--- src/rtl/wave_ram_ctrl_if.sv ---
// Bundle for the wave RAM controller: Initializer stream, playback, host bus and RAM port.
interface wave_ram_ctrl_if #(
  parameter int ADDR_W = 8,
  parameter int DATA_W = 9
);
  logic [DATA_W-1:0] init_data;
  logic              init_data_v;
  logic              init_done;
  logic              play_req;
  logic [ADDR_W-1:0] play_addr;
  logic [DATA_W-1:0] play_data;
  logic              play_data_v;
  logic              host_v;
  logic              host_we;
  logic [ADDR_W-1:0] host_addr;
  logic [DATA_W-1:0] host_wdata;
  logic              host_rdy;
  logic [DATA_W-1:0] host_rdata;
  logic              host_rdata_v;
  logic [ADDR_W-1:0] ram_addr;
  logic [DATA_W-1:0] ram_wdata;
  logic              ram_we;
  logic [DATA_W-1:0] ram_rdata;
  logic              running;
  logic              init_ovf;

  modport slave (
    input  init_data, init_data_v, init_done, play_req, play_addr,
           host_v, host_we, host_addr, host_wdata, ram_rdata,
    output play_data, play_data_v, host_rdy, host_rdata, host_rdata_v,
           ram_addr, ram_wdata, ram_we, running, init_ovf
  );

  modport master (
    output init_data, init_data_v, init_done, play_req, play_addr,
           host_v, host_we, host_addr, host_wdata, ram_rdata,
    input  play_data, play_data_v, host_rdy, host_rdata, host_rdata_v,
           ram_addr, ram_wdata, ram_we, running, init_ovf
  );
endinterface

--- src/rtl/wave_ram_ctrl.sv ---
// Waveform RAM owner: boot fill from the Initializer, then playback-priority sharing with the host.
// Optional host read-back path enabled by defining HOST_RD_EN.
module wave_ram_ctrl #(
  parameter int ADDR_W = 8,
  parameter int DATA_W = 9
) (
  input  logic          clk,
  input  logic          rst_n,
  wave_ram_ctrl_if.slave bus
);
  localparam logic [0:0] S_INIT = 1'b0;
  localparam logic [0:0] S_RUN  = 1'b1;

  logic [0:0]      state;
  logic [ADDR_W:0] fill_cnt;
  logic            run, play_g, host_g, host_wr, host_rd, fill_we;
  logic            rd_play_q;

  assign run         = (state == S_RUN);
  assign bus.running = run;
  assign bus.host_rdy = run & ~bus.play_req;

  always_comb begin
    play_g  = run & bus.play_req;
    host_g  = bus.host_v & bus.host_rdy;
`ifdef HOST_RD_EN
    host_wr = host_g & bus.host_we;
    host_rd = host_g & ~bus.host_we;
`else
    host_wr = host_g;
    host_rd = 1'b0;
`endif
    // fill counter MSB set means the RAM is full; rst_n gating keeps ram_we low during reset
    fill_we = rst_n & ~run & bus.init_data_v & ~fill_cnt[ADDR_W];
  end

  always_comb begin
    bus.ram_addr  = '0;
    bus.ram_wdata = '0;
    bus.ram_we    = 1'b0;
    if (fill_we) begin
      bus.ram_addr  = fill_cnt[ADDR_W-1:0];
      bus.ram_wdata = bus.init_data;
      bus.ram_we    = 1'b1;
    end else if (play_g) begin
      bus.ram_addr  = bus.play_addr;
    end else if (host_g) begin
      bus.ram_addr  = bus.host_addr;
      bus.ram_wdata = bus.host_wdata;
      bus.ram_we    = host_wr;
    end
  end

  always_ff @(posedge clk or negedge rst_n) begin
    if (!rst_n) begin
      state        <= S_INIT;
      fill_cnt     <= '0;
      bus.init_ovf <= 1'b0;
    end else if (!run) begin
      if (fill_we) fill_cnt <= fill_cnt + 1'b1;
      if (bus.init_data_v && fill_cnt[ADDR_W]) bus.init_ovf <= 1'b1;
      if (bus.init_done && !bus.init_data_v) state <= S_RUN;
    end
  end

  // RAM read data lags the address by one cycle; capture it into the owner's output register
  always_ff @(posedge clk or negedge rst_n) begin
    if (!rst_n) begin
      rd_play_q       <= 1'b0;
      bus.play_data_v <= 1'b0;
      bus.play_data   <= {DATA_W{1'b0}};
    end else begin
      rd_play_q       <= play_g;
      bus.play_data_v <= rd_play_q;
      if (rd_play_q) bus.play_data <= bus.ram_rdata;
    end
  end

`ifdef HOST_RD_EN
  logic rd_host_q;

  always_ff @(posedge clk or negedge rst_n) begin
    if (!rst_n) begin
      rd_host_q        <= 1'b0;
      bus.host_rdata_v <= 1'b0;
      bus.host_rdata   <= {DATA_W{1'b0}};
    end else begin
      rd_host_q        <= host_rd;
      bus.host_rdata_v <= rd_host_q;
      if (rd_host_q) bus.host_rdata <= bus.ram_rdata;
    end
  end
`else
  logic unused_host_rd;
  assign unused_host_rd   = &{1'b0, host_rd, bus.host_we};
  assign bus.host_rdata   = {DATA_W{1'b0}};
  assign bus.host_rdata_v = 1'b0;
`endif
endmodule

--- src/flat_wrapper.sv ---
// flat-port wrapper written by rule: the top's interface ports become plain ports
module wave_ram_ctrl_flat 
#(
  parameter int ADDR_W = 8,
  parameter int DATA_W = 9
)
  (clk, rst_n, bus_init_data, bus_init_data_v, bus_init_done, bus_play_req, bus_play_addr, bus_host_v, bus_host_we, bus_host_addr, bus_host_wdata, bus_ram_rdata, bus_play_data, bus_play_data_v, bus_host_rdy, bus_host_rdata, bus_host_rdata_v, bus_ram_addr, bus_ram_wdata, bus_ram_we, bus_running, bus_init_ovf);
  wave_ram_ctrl_if #(.ADDR_W(ADDR_W), .DATA_W(DATA_W)) bus_i ();
  input  logic clk;
  input  logic rst_n;
  input wire logic [$bits(bus_i.init_data)-1:0] bus_init_data;
  input wire logic [$bits(bus_i.init_data_v)-1:0] bus_init_data_v;
  input wire logic [$bits(bus_i.init_done)-1:0] bus_init_done;
  input wire logic [$bits(bus_i.play_req)-1:0] bus_play_req;
  input wire logic [$bits(bus_i.play_addr)-1:0] bus_play_addr;
  input wire logic [$bits(bus_i.host_v)-1:0] bus_host_v;
  input wire logic [$bits(bus_i.host_we)-1:0] bus_host_we;
  input wire logic [$bits(bus_i.host_addr)-1:0] bus_host_addr;
  input wire logic [$bits(bus_i.host_wdata)-1:0] bus_host_wdata;
  input wire logic [$bits(bus_i.ram_rdata)-1:0] bus_ram_rdata;
  output wire logic [$bits(bus_i.play_data)-1:0] bus_play_data;
  output wire logic [$bits(bus_i.play_data_v)-1:0] bus_play_data_v;
  output wire logic [$bits(bus_i.host_rdy)-1:0] bus_host_rdy;
  output wire logic [$bits(bus_i.host_rdata)-1:0] bus_host_rdata;
  output wire logic [$bits(bus_i.host_rdata_v)-1:0] bus_host_rdata_v;
  output wire logic [$bits(bus_i.ram_addr)-1:0] bus_ram_addr;
  output wire logic [$bits(bus_i.ram_wdata)-1:0] bus_ram_wdata;
  output wire logic [$bits(bus_i.ram_we)-1:0] bus_ram_we;
  output wire logic [$bits(bus_i.running)-1:0] bus_running;
  output wire logic [$bits(bus_i.init_ovf)-1:0] bus_init_ovf;
  assign bus_i.init_data = bus_init_data;
  assign bus_i.init_data_v = bus_init_data_v;
  assign bus_i.init_done = bus_init_done;
  assign bus_i.play_req = bus_play_req;
  assign bus_i.play_addr = bus_play_addr;
  assign bus_i.host_v = bus_host_v;
  assign bus_i.host_we = bus_host_we;
  assign bus_i.host_addr = bus_host_addr;
  assign bus_i.host_wdata = bus_host_wdata;
  assign bus_i.ram_rdata = bus_ram_rdata;
  assign bus_play_data = bus_i.play_data;
  assign bus_play_data_v = bus_i.play_data_v;
  assign bus_host_rdy = bus_i.host_rdy;
  assign bus_host_rdata = bus_i.host_rdata;
  assign bus_host_rdata_v = bus_i.host_rdata_v;
  assign bus_ram_addr = bus_i.ram_addr;
  assign bus_ram_wdata = bus_i.ram_wdata;
  assign bus_ram_we = bus_i.ram_we;
  assign bus_running = bus_i.running;
  assign bus_init_ovf = bus_i.init_ovf;
  wave_ram_ctrl #(.ADDR_W(ADDR_W), .DATA_W(DATA_W)) u_core (.clk(clk), .rst_n(rst_n), .bus(bus_i));
endmodule
--- config.mk ---
export PLATFORM = sky130hd
export DESIGN_NAME = wave_ram_ctrl_flat
export DESIGN_NICKNAME = d
export VERILOG_FILES = /design/src/rtl/wave_ram_ctrl_if.sv /design/src/rtl/wave_ram_ctrl.sv /design/src/flat_wrapper.sv
export SDC_FILE = /design/constraint.sdc
export NUM_CORES = 1
export LEC_CHECK = 0
export CAP_MARGIN = 20
export CORE_AREA = 2 2 64 66
export DETAILED_ROUTE_END_ITERATION = 8
export DIE_AREA = 0 0 66 68
export PLACE_DENSITY = 0.84
export RECOVER_POWER = 25
export SYNTH_ARGS = -nofsm -noshare
export SYNTH_HDL_FRONTEND = slang
export SYNTH_SLANG_ARGS = --single-unit
--- constraint.sdc ---
create_clock -name clk -period 2.2 [get_ports clk]
set_input_delay 0.66 -clock clk [delete_from_list [all_inputs] [get_ports clk]]
set_output_delay 0.66 -clock clk [all_outputs]
set_load 0.05 [all_outputs]
==> impl_metrics.ini <==
[cts]
tritoncts = done
cts_max_path_buffers = 2
worst_skew_pair.late_latency_ns = 0.26
path_clk_slew_ns = 0.08
cts_buffers = 3
cts_root_buffer = clkbuf_8
hold_buffers = 0
clock_sinks = 22
htree_levels = 1

[global_route]
grt_pass1_wl_um = 6530
grt_pass1_vias = 1365
antenna_found_initial = 0
grt_overflow = 0
grt_max_degree = 24
grtUsageTotal_pct = 19.6

[placement]
routabilityCongestion = 0.764
dpl_cell_area_um2 = 2410
pre_cts_ws_ns = -0.712
portBuffers = 79
place_hpwl_um = 2740

[yosys]
syn_inst = 113
synth_enable_flop_cells = 0
synth_seq_cells = 22
synth-xor-area-share_pct = 5.61
synth_top_family_by_area = compound AO/OA/AOI/OAI gates
seq_area_frac_synth_pct = 44.9
synth_async_sr_flop_share_pct = 100
synth_fa_ha_area_share_pct = 1.02
synth_compound_gate_area_share_pct = 14.4
avgSynthCellArea_um2 = 10.9
ys_warn_count = 0
yosysUniqueCellTypes = 30
syn_area_um2 = 1230
synth_mux_area_share_pct = 8.27
ys.flop_type = dfrtp_1
synthSimpleGateAreaFrac_pct = 13.6

[power]
p_total_mw = 1.22
p_leak_nw = 1.33
cellPowerDensity_nw_per_um2 = 425
ir_worst_vdd_mv = 0.256

[finish]
stdcell_area_um2 = 2870
drive_above_1_share_pct = 47.0
antenna_cells = 0
nFillCells = 248
nets = 282
finalCoreUtilization_pct = 74.3
area_delta_synth_final_pct = 134

[routing]
ant_nets = 0
initialDrtViolationCount = 31
routed_wl_um = 4400
wl_per_cell_um = 15.7
drc = 0
avgViaCountPerCell = 4.79
vias = 1342
drt-pass1-iter-count = 4

[timing]
finalSetupViolCount = 18
finalSetupTns_ns = -4.48
relSlewSlack_pct = 66.4
fin_crit_ns = 2.50
fin_crit_sh_pct = 114
timing.final.ws_setup_ns = -0.298
finalHoldViolations = 0
rsz0062_at_grt = true
fmax_mhz = 400
tightest_slew_ns = 0.502
final.setup_skew_ns = 0.00274
slew_violations = 0

[job]
cap_violations = 0

[critical_path]
cp.required_ns = 1.54
cp.buffers_inverters = 5
ff2ff_setup_slack_ns = 0.56
cpPeakStageDelay_ns = 0.43
arrival_ns = 1.84
r2r-end = u_core.fill_cnt[5]$_DFFE_PN0P_
r2r-start = u_core.bus.running$_DFF_PN0_
timing.critical_path.mode_cell = buf_6
crit_slowest_cell = dfrtp_2
cp_cell_sequence = buf_6 > and3b_2 > buf_4 > buf_6 > buf_6 > a22o_4 > buf_12
crit_path_end_kind = primary output
path_delay_family = buffers and inverters
ff2ff_path_depth = 7
cp-start-kind = flip-flop
worstPathMaxFanout = 7
crit_type = flip-flop to primary output

[outcome]
violations = negative setup slack
outcome = complete, but fails checks

[die]
die_width_um = 66
die_area_um2 = 4490
start_util_pct = 31.8
rows = 23
die-height_um = 68
io_pins = 91
coreArea_um2 = 3860

[min_path]
min_path_type = input port to async pin
-- cell families (layout without fill, tap and decap cells) --
family                     Yosys count  in the layout
other                                1             10
and+or+nand+nor                     30             30
muxes                                9              9
DFF                                 22             22
AOI/OAI and AO/OA                   20             20
xor gates and xnor gates             7              7
adders and majority gates            1              1
buffers and inverters               23            131
-- per-stage QoR --
stage	hold slack [ns]	instances
after floorplan	0.352	122
after global placement	0.454	256
after detailed placement	0.462	256
after CTS	0.310	271
after global routing	0.310	280
final	0.304	280
-- Yosys cell counts, types with 2 or more instances --
cell type | count | area share, %
dfrtp_1 | 22 | 45
buf_4 | 12 | 7.3
nor2_1 | 12 | 3.7
a22o_1 | 9 | 6.4
mux2_2 | 9 | 8.3
nand2_1 | 6 | 1.8
a221oi_1 | 5 | 3.6
inv_1 | 5 | 1.5
xnor2_1 | 5 | 3.6
a222oi_1 | 3 | 2.4
buf_2 | 3 | 1.2
and3_1 | 2 | 1.0
clkbuf_1 | 2 | 0.61
nand4_1 | 2 | 1.0
-- cells in the final DEF, fill, tap and decap left out, drive strengths merged, types with 2 or more instances in the layout --
cell,instances
nand2,6
clkbuf,4
conb,10
a221oi,5
and3,2
nand4,3
clkdlybuf4s50,55
a222oi,3
a22o,9
buf,67
nor2,12
mux2,9
inv,5
dfrtp,22
xnor2,6
-- layout make-up --
cell class	count	area, um^2	area share, %
clock buffer	4	45.0	1.57
tap	50	62.6	2.18
multi-input combinational	77	793	27.7
inverter	5	18.8	0.655
timing repair buffer	122	1390	48.6
sequential	22	552	19.3
-- what timing repair did --
action,in CTS,in global routing
setup buffers,16,10
gates cloned,1,0
pin swaps,15,8
setup endpoints to repair,19,18
gates resized for setup,56,9
-- routing by layer --
| metal | GRT usage [%] | vias to the layer above | share of wire (%) |
|---|---|---|---|
| li1 | - | 621 | - |
| met1 | 20.7 | 638 | 36 |
| met2 | 37.9 | 77 | 52 |
| met3 | 5.92 | 6 | 10 |
| met4 | 5.36 | 0 | 1.9 |
| met5 | 0 | - | 0 |
-- report_power, final --
part | switching [mW] | internal [mW] | leakage (nW)
combinational | 0.271 | 0.253 | 1.03
sequential | 0.0139 | 0.424 | 0.275
clock | 0.127 | 0.129 | 0.0228
total | 0.412 | 0.806 | 1.33
-- flip-flops by register name (all words and copies together), names as in the netlist --
signal	count
u_core.bus.init_ovf	1
u_core.bus.play_data	9
u_core.fill_cnt	9
u_core.rd_play_q	1
u_core.bus.running	1
u_core.bus.play_data_v	1
-- worst register-to-register path, delay by kind of cell (launching register included) --
family,cells,cell delay (ns)
flops,1,0.43
simple gates,2,0.41
buf+inv,4,0.56
xor+xnor,1,0.14
-- worst max-delay path by stage --
stage / startpoint / to / slack (ns) / cells after the start
2_1_floorplan: rst_n / bus_ram_addr[1] / -0.03 / 5
3_3_place_gp: bus_init_data_v / bus_ram_addr[0] / -0.67 / 7
3_5_place_dp: bus_init_data_v / bus_ram_addr[0] / -0.71 / 7
4_1_cts: u_core.bus.running$_DFF_PN0_ / bus_ram_addr[0] / -0.27 / 6
5_1_grt: u_core.bus.running$_DFF_PN0_ / bus_ram_addr[6] / -0.38 / 6
6_report: u_core.bus.running$_DFF_PN0_ / bus_ram_wdata[2] / -0.30 / 7
(Power assumes the default switching activity.)
==> variant (config.mk and constraints unchanged) <==
`ADDR_W` is set to 8 in 3 places; all go to 9.
--- a/src/rtl/wave_ram_ctrl_if.sv
+++ b/src/rtl/wave_ram_ctrl_if.sv
@@ -1,5 +1,5 @@
 // Bundle for the wave RAM controller: Initializer stream, playback, host bus and RAM port.
 interface wave_ram_ctrl_if #(
-  parameter int ADDR_W = 8,
+  parameter int ADDR_W = 9,
   parameter int DATA_W = 9
 );
--- a/src/rtl/wave_ram_ctrl.sv
+++ b/src/rtl/wave_ram_ctrl.sv
@@ -2,5 +2,5 @@
 // Optional host read-back path enabled by defining HOST_RD_EN.
 module wave_ram_ctrl #(
-  parameter int ADDR_W = 8,
+  parameter int ADDR_W = 9,
   parameter int DATA_W = 9
 ) (
--- a/src/flat_wrapper.sv
+++ b/src/flat_wrapper.sv
@@ -2,5 +2,5 @@
 module wave_ram_ctrl_flat 
 #(
-  parameter int ADDR_W = 8,
+  parameter int ADDR_W = 9,
   parameter int DATA_W = 9
 )
Interface: changed (resized bus_host_addr, bus_play_addr and bus_ram_addr); port bits go from 91 to 94. No check against the original RTL was run, so the function may have changed too.
==> variant against the original RTL <==
- the flow still finishes with violations (negative setup slack)
- setup slack better by 0.13 ns
- synthesized area is 3.8% higher
- sequential power is 4.8% higher
- total power is 1.1% higher
- wire length is 9.8% higher
- cell area is 3.2% lower
- fmax is 5.6% higher
- sequential cell count is 1 higher
- critical path type is now in2out
==> variant: results (changes against the original RTL) <==
GRT:
- The via count of the first global-routing pass is 1,433 (was 1,365).
- The global-route wire length before repair was 7086 um (was 6527 um).
- The fraction of met1 tracks used by global routing is 0.2281 (was 0.2066).
- The global-route usage over all layers is 0.2115 (was 0.1961).

Synth:
- Most frequent cells after synthesis: dfrtp_1, nor2_1, buf_4 (was dfrtp_1, buf_4, nor2_1).
- Biggest area contributors in the synthesized netlist: dfrtp_1, mux2_1, buf_4 (was dfrtp_1, mux2_2, buf_4).

STA:
- The minimum setup slack in the final design came to -0.1660 ns (was -0.2979 ns).
- The worst slew margin relative to its limit is 0.1928 (was 0.6641).
- The post-route setup TNS is -1.533 ns (was -4.480 ns).
- The count of final setup violators came to 19 (was 18).
- The worst-case clock skew was 0.004534 ns (was 0.002740 ns).

Worst setup path:
- The stage delay of the slowest cell on the critical path is 0.41 ns (was 0.43 ns).
- The worst-case reg-to-reg path depth is 5 (was 7).
- The largest delay contributor family on the critical path is compound AO/OA/AOI/OAI gates (was buffers and inverters).
- The cell at the slowest stage of the critical path is a222oi_1 (was dfrtp_2).
- The launching instance or port of the critical path is bus_host_v (was u_core.bus.running).
- The critical-path maximum fanout is 5 (was 7).
- The endpoint of the most critical register-to-register path is u_core.fill_cnt[7] (was u_core.fill_cnt[5]).
- The register-to-register setup slack is 0.50 ns (was 0.56 ns).

Power:
- The switching power of the nets was 0.4246 mW (was 0.4121 mW).
- The worst supply voltage drop on vdd was 0.2050 mV (was 0.2562 mV).

Place:
- The post-place instance area was 0.002447 sq mm (was 0.002411 sq mm).
- The final weighted congestion in routability-driven placement is 0.6945 (was 0.7644).
- The cell count after placement is 255 (was 256).
- The HPWL after detailed placement is 3023 um (was 2745 um).
- The worst slack at placement is -0.6857 ns (was -0.7119 ns).
- The number of buffer cells added on primary ports is 82 (was 79).

Layout:
- The final-stage net count was 272 (was 282).
- The layout cell share with drive strength beyond 1 is 0.4128 (was 0.4696).

Route:
- The routed via count divided by cell count is 5.071 (was 4.793).
- The final wirelength came to 4837 um (was 4404 um).
- The mean routed wirelength per cell is 18.05 um (was 15.73 um).
- The sum of routed wire segments on met1 is 1739 um (was 1598 um).
- The detailed route wirelength on metal3 came to 348 um (was 447 um).

Run status:
- Status: complete, but fails checks (unchanged).
- Violated checks: negative setup slack (unchanged).
[variant: repair_timing]
action | 4_1_cts | 5_1_grt
gates resized for setup | 75 | 11
cloned | 4 | 0
endpoints found under the setup margin | 19 | 19
buffers inserted | 4 | 1
pin swaps | 23 | 7
hold endpoints to repair | 0 | 0
[variant: cell type report]
type | instances | area (sq um) | share of cell area
multi-input combinational | 90 | 928.4 | 0.3347
timing repair buffer | 98 | 1149 | 0.4141
sequential | 23 | 576.8 | 0.2079
inverter | 3 | 11.26 | 0.004060
clock inverter | 1 | 5.005 | 0.001804
tap | 50 | 62.56 | 0.02255
clock buffer | 3 | 41.29 | 0.01488
[variant: kinds of logic (layout without fill, tap and decap cells)]
group	count (synthesis)	in the layout	share of synthesized area
compound gates	21	21	0.1436
mux	9	9	0.07965
simple gates	37	41	0.1613
xor+xnor	8	8	0.05507
other cells	1	10	0.002947
flops	23	23	0.4523
buf+inv	20	105	0.09538
fa+ha+maj	1	1	0.009831
